File: src/rtl/bcd_2dig_display.sv
// Two-digit multiplexed 7-segment driver: latches a BCD digit pair and scans units/tens with blanking gaps.
// Optional feature macro: LEADING_ZERO_BLANK_EN (blank the tens slot when the tens digit is 0).
module bcd_2dig_display #(
  parameter int REFRESH_DIV = 4
) (
  input  logic       clk,
  input  logic       rst_n,
  input  logic       load,
  input  logic [3:0] dig_u,
  input  logic [3:0] dig_d,
  output logic [6:0] seg,
  output logic [1:0] an,
  output logic       err
);

  typedef enum logic [2:0] {
    S_IDLE  = 3'd0,
    S_UNITS = 3'd1,
    S_GAP_U = 3'd2,
    S_TENS  = 3'd3,
    S_GAP_T = 3'd4
  } state_t;

  localparam logic [15:0] CNT_LAST = 16'(REFRESH_DIV - 1);

  state_t      state_r, state_s;
  logic [15:0] cnt_r, cnt_s;
  logic [3:0]  reg_u_r, reg_d_r;
  logic [6:0]  seg_s;
  logic [1:0]  an_s;

  function automatic logic [6:0] enc(input logic [3:0] v);
    logic [6:0] r;
    case (v)
      4'd0:    r = 7'b0111111;
      4'd1:    r = 7'b0000110;
      4'd2:    r = 7'b1011011;
      4'd3:    r = 7'b1001111;
      4'd4:    r = 7'b1100110;
      4'd5:    r = 7'b1101101;
      4'd6:    r = 7'b1111101;
      4'd7:    r = 7'b0000111;
      4'd8:    r = 7'b1111111;
      4'd9:    r = 7'b1101111;
      default: r = 7'b1111001;
    endcase
    return r;
  endfunction

  // State and slot counter registers
  always_ff @(posedge clk) begin
    if (!rst_n) begin
      state_r <= S_IDLE;
      cnt_r   <= 16'd0;
    end else begin
      state_r <= state_s;
      cnt_r   <= cnt_s;
    end
  end

  // Next-state and counter logic; GAP states last exactly one cycle
  always_comb begin
    state_s = state_r;
    cnt_s   = 16'd0;
    case (state_r)
      S_IDLE:  state_s = S_UNITS;
      S_UNITS: begin
        if (cnt_r == CNT_LAST) begin
          state_s = S_GAP_U;
        end else begin
          cnt_s = cnt_r + 16'd1;
        end
      end
      S_GAP_U: state_s = S_TENS;
      S_TENS: begin
        if (cnt_r == CNT_LAST) begin
          state_s = S_GAP_T;
        end else begin
          cnt_s = cnt_r + 16'd1;
        end
      end
      S_GAP_T: state_s = S_UNITS;
      default: state_s = S_IDLE;
    endcase
  end

  // Display drive decoded from the current state and digit registers
  always_comb begin
    seg_s = 7'd0;
    an_s  = 2'b00;
    case (state_r)
      S_UNITS: begin
        an_s  = 2'b01;
        seg_s = enc(reg_u_r);
      end
      S_TENS: begin
`ifdef LEADING_ZERO_BLANK_EN
        if (reg_d_r == 4'd0) begin
          an_s  = 2'b00;
          seg_s = 7'd0;
        end else begin
          an_s  = 2'b10;
          seg_s = enc(reg_d_r);
        end
`else
        an_s  = 2'b10;
        seg_s = enc(reg_d_r);
`endif
      end
      default: begin
        an_s  = 2'b00;
        seg_s = 7'd0;
      end
    endcase
  end

  // Digit capture and registered display outputs; load never affects the scan
  always_ff @(posedge clk) begin
    if (!rst_n) begin
      reg_u_r <= 4'd0;
      reg_d_r <= 4'd0;
      seg     <= 7'd0;
      an      <= 2'b00;
    end else begin
      if (load) begin
        reg_u_r <= dig_u;
        reg_d_r <= dig_d;
      end else begin
        reg_u_r <= reg_u_r;
        reg_d_r <= reg_d_r;
      end
      seg <= seg_s;
      an  <= an_s;
    end
  end

  assign err = (reg_u_r > 4'd9) | (reg_d_r > 4'd9);

endmodule

File: config.mk
export PLATFORM = sky130hd
export DESIGN_NAME = bcd_2dig_display
export DESIGN_NICKNAME = d
export VERILOG_FILES = /design/src/rtl/bcd_2dig_display.sv
export SDC_FILE = /design/constraint.sdc
export NUM_CORES = 1
export LEC_CHECK = 0
export BUFFER_PORTS_ARGS = -buffer_cell sky130_fd_sc_hd__buf_2
export CORE_MARGIN = 3
export CORE_UTILIZATION = 55
export CTS_BUF_LIST = sky130_fd_sc_hd__clkbuf_8
export CTS_CLUSTER_SIZE = 28
export DETAILED_ROUTE_END_ITERATION = 8
export GPL_TIMING_DRIVEN = 1
export PLACE_DENSITY = 0.75
export SETUP_SLACK_MARGIN = 0.02
export SLEW_MARGIN = 30
export SYNTH_ARGS = -nofsm -noshare
export SYNTH_HDL_FRONTEND = slang
export SYNTH_SLANG_ARGS = --single-unit
File: constraint.sdc
create_clock -name clk -period 2.31 [get_ports clk]
set_input_delay 0.462 -clock clk [delete_from_list [all_inputs] [get_ports clk]]
set_output_delay 0.462 -clock clk [all_outputs]
set_load 0.03 [all_outputs]
* Yosys cells after proc, flatten, opt, wreduce, memory -nomap -nowiden
Memories as Yosys holds them, arrays and structs flattened. A register that Yosys moved wholly into a read port is not among the register bits. Cells that the tools add are included.
Storage, ports and cells: memories kept 2, logic and storage cells 35, bits in read-only memories 224, output and inout port bits 10, bits in registers 36, input bits 11
Memory list:
- (no name shown) | depth 16, bits a word 7, rd ports 1, clocked after Yosys merged registers in 1, wr ports 0, RTL line 34 | case (v)
- (no name shown) | depth 16, bits a word 7, rd ports 1, clocked after Yosys merged registers in 1, wr ports 0, RTL line 34
Operators by class: $add $sub $neg 1, multiplexer cells 9, $lt $le $gt $ge 2, bitwise operators 3, equal/unequal tests 7, reduce and logical (&&, ||, !) cells 5
Operators with widths (count):
- $add A16 B1 Y16 const B | 1
- $eq A16 B2 Y1 const B | 1
- $mux W4 | 4
- $pmux W7 S2 | 1
- $pmux W3 S4 | 1
- $gt A4 B4 Y1 const B | 2
- $eq A3 B2 Y1 const B | 2
- $mux W3 | 2
- $ne A2 B2 Y1 const B | 2
- $pmux W2 S2 | 1
- $reduce_or A2 Y1 | 2
- $eq A3 B1 Y1 const B | 1
- $eq A3 B3 Y1 const B | 1
- $logic_not A3 Y1 | 1
- $reduce_or A3 Y1 | 1
- $not A1 Y1 | 2
- $reduce_and A2 Y1 | 1
- $or A1 B1 Y1 | 1

* Logic depth before layout (Yosys ltp)
Gate-level depths: netlist of run 1.
depth after elaboration 4, gate-level depth with buffers 7, depth with buffers taken out 6

* Worst setup path after synthesis of run 1
Ideal clock, no wire load.
path kind input-to-reg, start in load, end reg (tool-made name), arrival 1747 ps, stages on the path 7, path slack 489 ps, setup time 74 ps, path through buf_4 > mux2i_1 > nor2b_1 > inv_1 > ha_1 > mux2_2 > o21ai_0
RTL lines:
- start: declaration | RTL line 8 | input logic load,

==> metrics, run 1 <==
status finished, final reports clean; Cell Area, Synth around 0.0021 mm2; Yosys top cell area share 0.466; area grow syn2layout 11.2%; CP required 2.54 ns; Max-Cap Viols 0; Avg Cell Area, Syn just under 10 um2; Ports 21; via count 1479; measured slew at the worst slew-check pin 0.526 ns; global-route wire length before repair 6000 um; 1st-iter DRT viols 62; Antenna diodes 0; initial antenna violation count 0; Detailed Place HPWL 2570 um; postcts setup bufs 0; dpl ws ~0.28 ns; total die area 0.00469 mm2; worst-path fanout max 8; clock skew 0.00626 ns; core footprint 0.00372 mm2; drt pass-1 iters 4; drc violations 0; Vias per Instance ~5.1; H-tree depth 2; delay-heaviest family, CP multiplexers; WL final 3550 um; Post-CTS Resized 0; largest net degree at the start of global routing 17; sequential-to-total area share from yosys stat 0.466; cell depth of the worst flop-to-flop path 5; syn nets 242; CTS tree done; r2r setup slk just over 0.6 ns; f_max 575 MHz; Seq cells post-synth 50; register area ~0.001 mm2; critical-path cell list buf_2 > mux2i_1 > nor2b_1 > inv_1 > ha_1 > mux2_2 > o21ai_0; Period minus WS final 1.74 ns; Synth area leader dfxtp_1; FF-to-FF Start cnt_r[0]$_SDFF_PP0_; Die Ht 68.5 um; Top FF cell, synth dfxtp_1; CP max stage cell nor2b_1; Port Buf Inserts 20; Worst Slack Setup Final 0.572 ns; Hold Buf Count CTS 0; IR drop worst, VDD 0.281 mV; Synthesis Warnings 0; Async SR Flop Fraction 0; routed len/inst around 12 um; Final GP Congestion 0.811; Hold Crit Class input pin to flop; setup TNS 0 ns; clk sinks 50; fin crit share 0.752; CP max stage delay 0.39 ns; WP buf/inv 2; layout cells sized above 1 0.169; main area contributors after synthesis dfxtp_1, ha_1, mux2i_1; Multi-input gate area 0.00107 mm2; endpoint class of the critical path flop; clk buf depth 2; final number of hold-violating endpoints 0; CTS clk-pin slew, worst paths 0.09 ns; Post-synth EDFFs 0; post-route ant nets 0; vias in the first global route 1389; FF-to-FF End state_r[1]$_SDFFE_PN0P_; number of cells on the critical path 7; Leak 0.000978 uW; Worst-Skew Late Latency 0.30 ns; RSZ-0062 raised after global routing false; CP startpoint kind input pin; power per cell area about 680 mW/mm2; CP Class input pin to flop; Final Net Count 265; Slew Limit Fails 0; TritonCTS Buffers 5; Layout fillers 320; total global routing overflow 0; die width 68.5 um; Total GRT Usage 0.174; crit path launch load; std cell rows 22; Slew Limit Headroom 0.649; Setup violations, final 0; initial core utilization 0.577; CP arrival about 2.0 ns; Mapped Cells approximately 220; Root Buffer clkbuf_8; Cell variety after synth 34
-- per-stage QoR --
| stage | hold WS [ns] | cell area (um2) | total power [uW] | instances | utilization |
|---|---|---|---|---|---|
| 2_1_floorplan | 0.430 | 2150 | 1060 | 218 | - |
| 5_1_grt | 0.481 | 2390 | 1690 | 290 | 0.642 |
| 3_3_place_gp | 0.443 | 2290 | 1100 | 282 | 0.615 |
| 6_report | 0.465 | 2390 | 1620 | 290 | 0.642 |
| 3_5_place_dp | 0.454 | 2290 | 1100 | 282 | 0.615 |
| 4_1_cts | 0.454 | 2390 | 1640 | 290 | 0.642 |
-- metal layers --
metal | share of wire | GRT usage
met1 | 0.47 | 0.206
met5 | 0 | 0
met2 | 0.47 | 0.292
met4 | 0.018 | 0.0744
met3 | 0.035 | 0.0493
-- worst min path at each step --
stage | from | to | cells past startpoint
after CTS | dig_u[1] | reg_u_r[1]$_SDFFE_PN0P_ | 3
after detailed placement | cnt_r[0]$_SDFF_PP0_ | cnt_r[0]$_SDFF_PP0_ | 1
after global placement | cnt_r[0]$_SDFF_PP0_ | cnt_r[0]$_SDFF_PP0_ | 1
final | dig_d[1] | reg_d_r[1]$_SDFFE_PN0P_ | 3
after global routing | dig_d[0] | reg_d_r[0]$_SDFFE_PN0P_ | 3
after floorplan | cnt_r[0]$_SDFF_PP0_ | cnt_r[0]$_SDFF_PP0_ | 1
-- logic make-up after synthesis --
family,after synthesis,synth area share
flops,50,0.466
xor+xnor,14,0.0571
mux,17,0.0816
compound gates,23,0.0741
fa+ha+maj,13,0.0758
simple gates,84,0.208
buf+inv,17,0.0367
-- cell usage in the layout (no fill, tap or decap), types with 2 or more instances in the layout --
cell type,instances
a211o_1,4
a21o_1,4
buf_2,20
buf_4,3
clkbuf_8,6
dfxtp_1,50
ha_1,13
inv_1,10
mux2_2,4
mux2i_1,13
nand2_1,16
nand3_1,6
nand4_1,5
nor2_1,28
nor2b_1,12
nor3_1,3
nor4_1,4
nor4_2,2
o21a_1,5
o21ai_0,7
xnor2_1,11
xor2_1,3
-- final cells by class --
cell class                 instances  share of cell area
inverter                          10              0.0157
clock inverter                     2             0.00682
multi-input combinational        151               0.447
clock buffer                       6              0.0346
timing repair buffer              23              0.0514
sequential                        50               0.420
tap                               48              0.0252
-- synth_stat cells, types with 2 or more instances --
library cell and n:
a211o_1 4, a21o_1 4, buf_2 3, clkbuf_1 2
dfxtp_1 50, ha_1 13, inv_1 10, mux2_2 4
mux2i_1 13, nand2_1 16, nand3_1 6, nand4_1 5
nor2_1 28, nor2b_1 12, nor3_1 3, nor4_1 4
nor4_2 2, o21a_1 5, o21ai_0 7, xnor2_1 11
xor2_1 3
-- power by group --
group          switching [uW]  internal, uW
Clock                     289           247
Sequential               15.4           907
Combinational            93.2          65.0
-- tightest hold or removal path, cell delays in order --
cell     delay, ns
buf_2         0.08
mux2i_1       0.07
nor2b_1       0.11
Note: power is estimated with default switching activity, not from simulation.
==> run 2: changes to the inputs <==
Settings changed: PLACE_DENSITY 0.75 to 0.78.
Clock period 2.31 ns to 1.53 ns, I/O delays scaled along.
==> run 2 against run 1 <==
Against the previous run:
- clock skew about the same
- combinational power up 85%
- worst setup slack got worse by 0.52 ns
- first-iteration DRC count up 73%
- global-route usage increased by 2.3 points
- worst hold slack worse by 0.15 ns
- final area grew 13%
- total power is 62% higher
- final cell count rose by 9.0%
- highest routed layer unchanged
==> metrics, run 2 (synthesized netlist as in run 1, its figures left out) <==
P_int slightly above 2000 uW; CP Class flop to flop; Antenna diodes 0; status finished, final reports clean; sw power ~590 uW; H-tree depth 2; clock share of power 0.355; Port Buf Inserts 20; routed len/inst 13.0 um; core footprint 0.00372 mm2; f_max 678 MHz; CTS tree done; total die area 0.00469 mm2; CP startpoint kind flop; crit path launch cnt_r[4]$_SDFF_PP0_; endpoint class of the critical path flop; final number of hold-violating endpoints 0; Worst-Skew Late Latency 0.30 ns; IR drop worst, VDD 0.706 mV; Vias per Instance 5.12; Die Ht roughly 68 um; dpl ws -0.0919 ns; layout cells sized above 1 0.317; vias in the first global route 1514; Root Buffer clkbuf_8; via count 1617; Final GP Congestion around 0.86; hold path start dig_d[1]; 1st-iter DRT viols about 110; initial antenna violation count 0; fin crit share 0.964; Worst Slack Setup Final ~0.054 ns; Leak 0.00114 uW; post-route ant nets 0; critical-path cell list nor4_4 > nand4_2 > or4b_1 > nand2_1; measured slew at the worst slew-check pin 0.513 ns; CTS clk-pin slew, worst paths 0.08 ns; setup TNS 0 ns; Setup violations, final 0; WL final between 4000 and 5000 um; CP max stage cell or4b_1; commonest non-fill, non-tap cell in the layout dfxtp_1; Period minus WS final between 1 and 1.5 ns; Final Net Count 292; TritonCTS Buffers 5; Slew Limit Fails 0; area grow syn2layout 25.5%; die width between 60 and 70 um; Detailed Place HPWL 2940 um; Sw Ratio 0.224; Hold Buf Count CTS 0; Slew Limit Headroom 0.657; Total GRT Usage 0.198; CP max stage delay approximately 0.54 ns; drc violations 0; initial core utilization 0.577; drt pass-1 iters 4; CP arrival 1.72 ns; clk sinks 50; global-route wire length before repair 6800 um; RSZ-0062 raised after global routing true; FF-to-FF Start cnt_r[4]$_SDFF_PP0_; CP required 1.77 ns; most frequent cells in the layout dfxtp_1, buf_4, nor2_1, buf_2, nand2_1; combinational share of power 0.112; largest net degree at the start of global routing 17; Hold Crit Class input pin to flop; part of the power in registers 0.533; Max-Cap Viols 0; total global routing overflow 0; std cell rows 22; worst-path fanout max 5; clock skew 0.00577 ns; clk buf depth 2; Ports 21; power per cell area 972 mW/mm2
-- run 2: cell types whose count changed in the layout (fill, tap and decap cells not counted), moves of 2 or more --
cell / before / now
nor2b_1: 12 / 9
ha_4: 0 / 2
nor2b_2: 0 / 3
nor4_1: 4 / 2
ha_1: 13 / 11
buf_4: 3 / 29
dfxtp_2: 0 / 8
dfxtp_1: 50 / 42
-- run 2: timing repair --
action | 4_1_cts | 5_1_grt
setup buffers | 0 | 3
gates cloned | 0 | 0
pin swaps | 0 | 7
endpoints found under the setup margin | 2 | 9
resized for setup | 2 | 12
-- run 2: per-layer routing --
metal,global-route usage,vias to the layer above,part of all wire
met5,0,-,0
li1,-,829,-
met4,0.0769,0,0.019
met3,0.0460,8,0.042
met2,0.319,37,0.48
met1,0.253,743,0.46
-- run 2: final timing paths --
path | end | slack (ns) | depth (start not counted)
min reg2reg | seg[5]$_SDFF_PN0_ | 0.48 | 2
max reg2reg | state_r[1]$_SDFFE_PN0P_ | 0.05 | 4
max | state_r[1]$_SDFFE_PN0P_ | 0.05 | 4
min | reg_d_r[1]$_SDFFE_PN0P_ | 0.31 | 3
-- run 2: cell type report --
type | count | area (um2)
clock buffers | 6 | 82.6
clock inverters | 1 | 30.0
fillers | 277 | 1020
inverters | 10 | 37.5
multi-input cells | 151 | 1130
flip-flops and latches | 50 | 1010
well taps | 48 | 60.1
repair buffers | 50 | 338
-- run 2: power groups by stage --
stage	sequential (uW)	clock [uW]	combinational, uW
floorplan	1440	0	159
global placement	1420	0	285
detailed placement	1420	0	289
CTS	1390	946	293
global route	1400	990	329
finish	1390	930	293
-- run 2: critical path, delay by kind of cell (launching register included) --
kind,cells,cell delay [ns]
and+or+nand+nor,4,1.06
DFF,1,0.36
-- run 2: through the flow --
stage	std cells	total power (uW)	hold slack [ns]	util	cell area (um2)
after CTS	313	2630	0.307	0.708	2630
after floorplan	218	1600	0.430	-	2180
after global placement	306	1710	0.447	0.675	2510
final	316	2620	0.312	0.725	2690
after global routing	316	2720	0.326	0.725	2690
after detailed placement	306	1710	0.457	0.675	2510
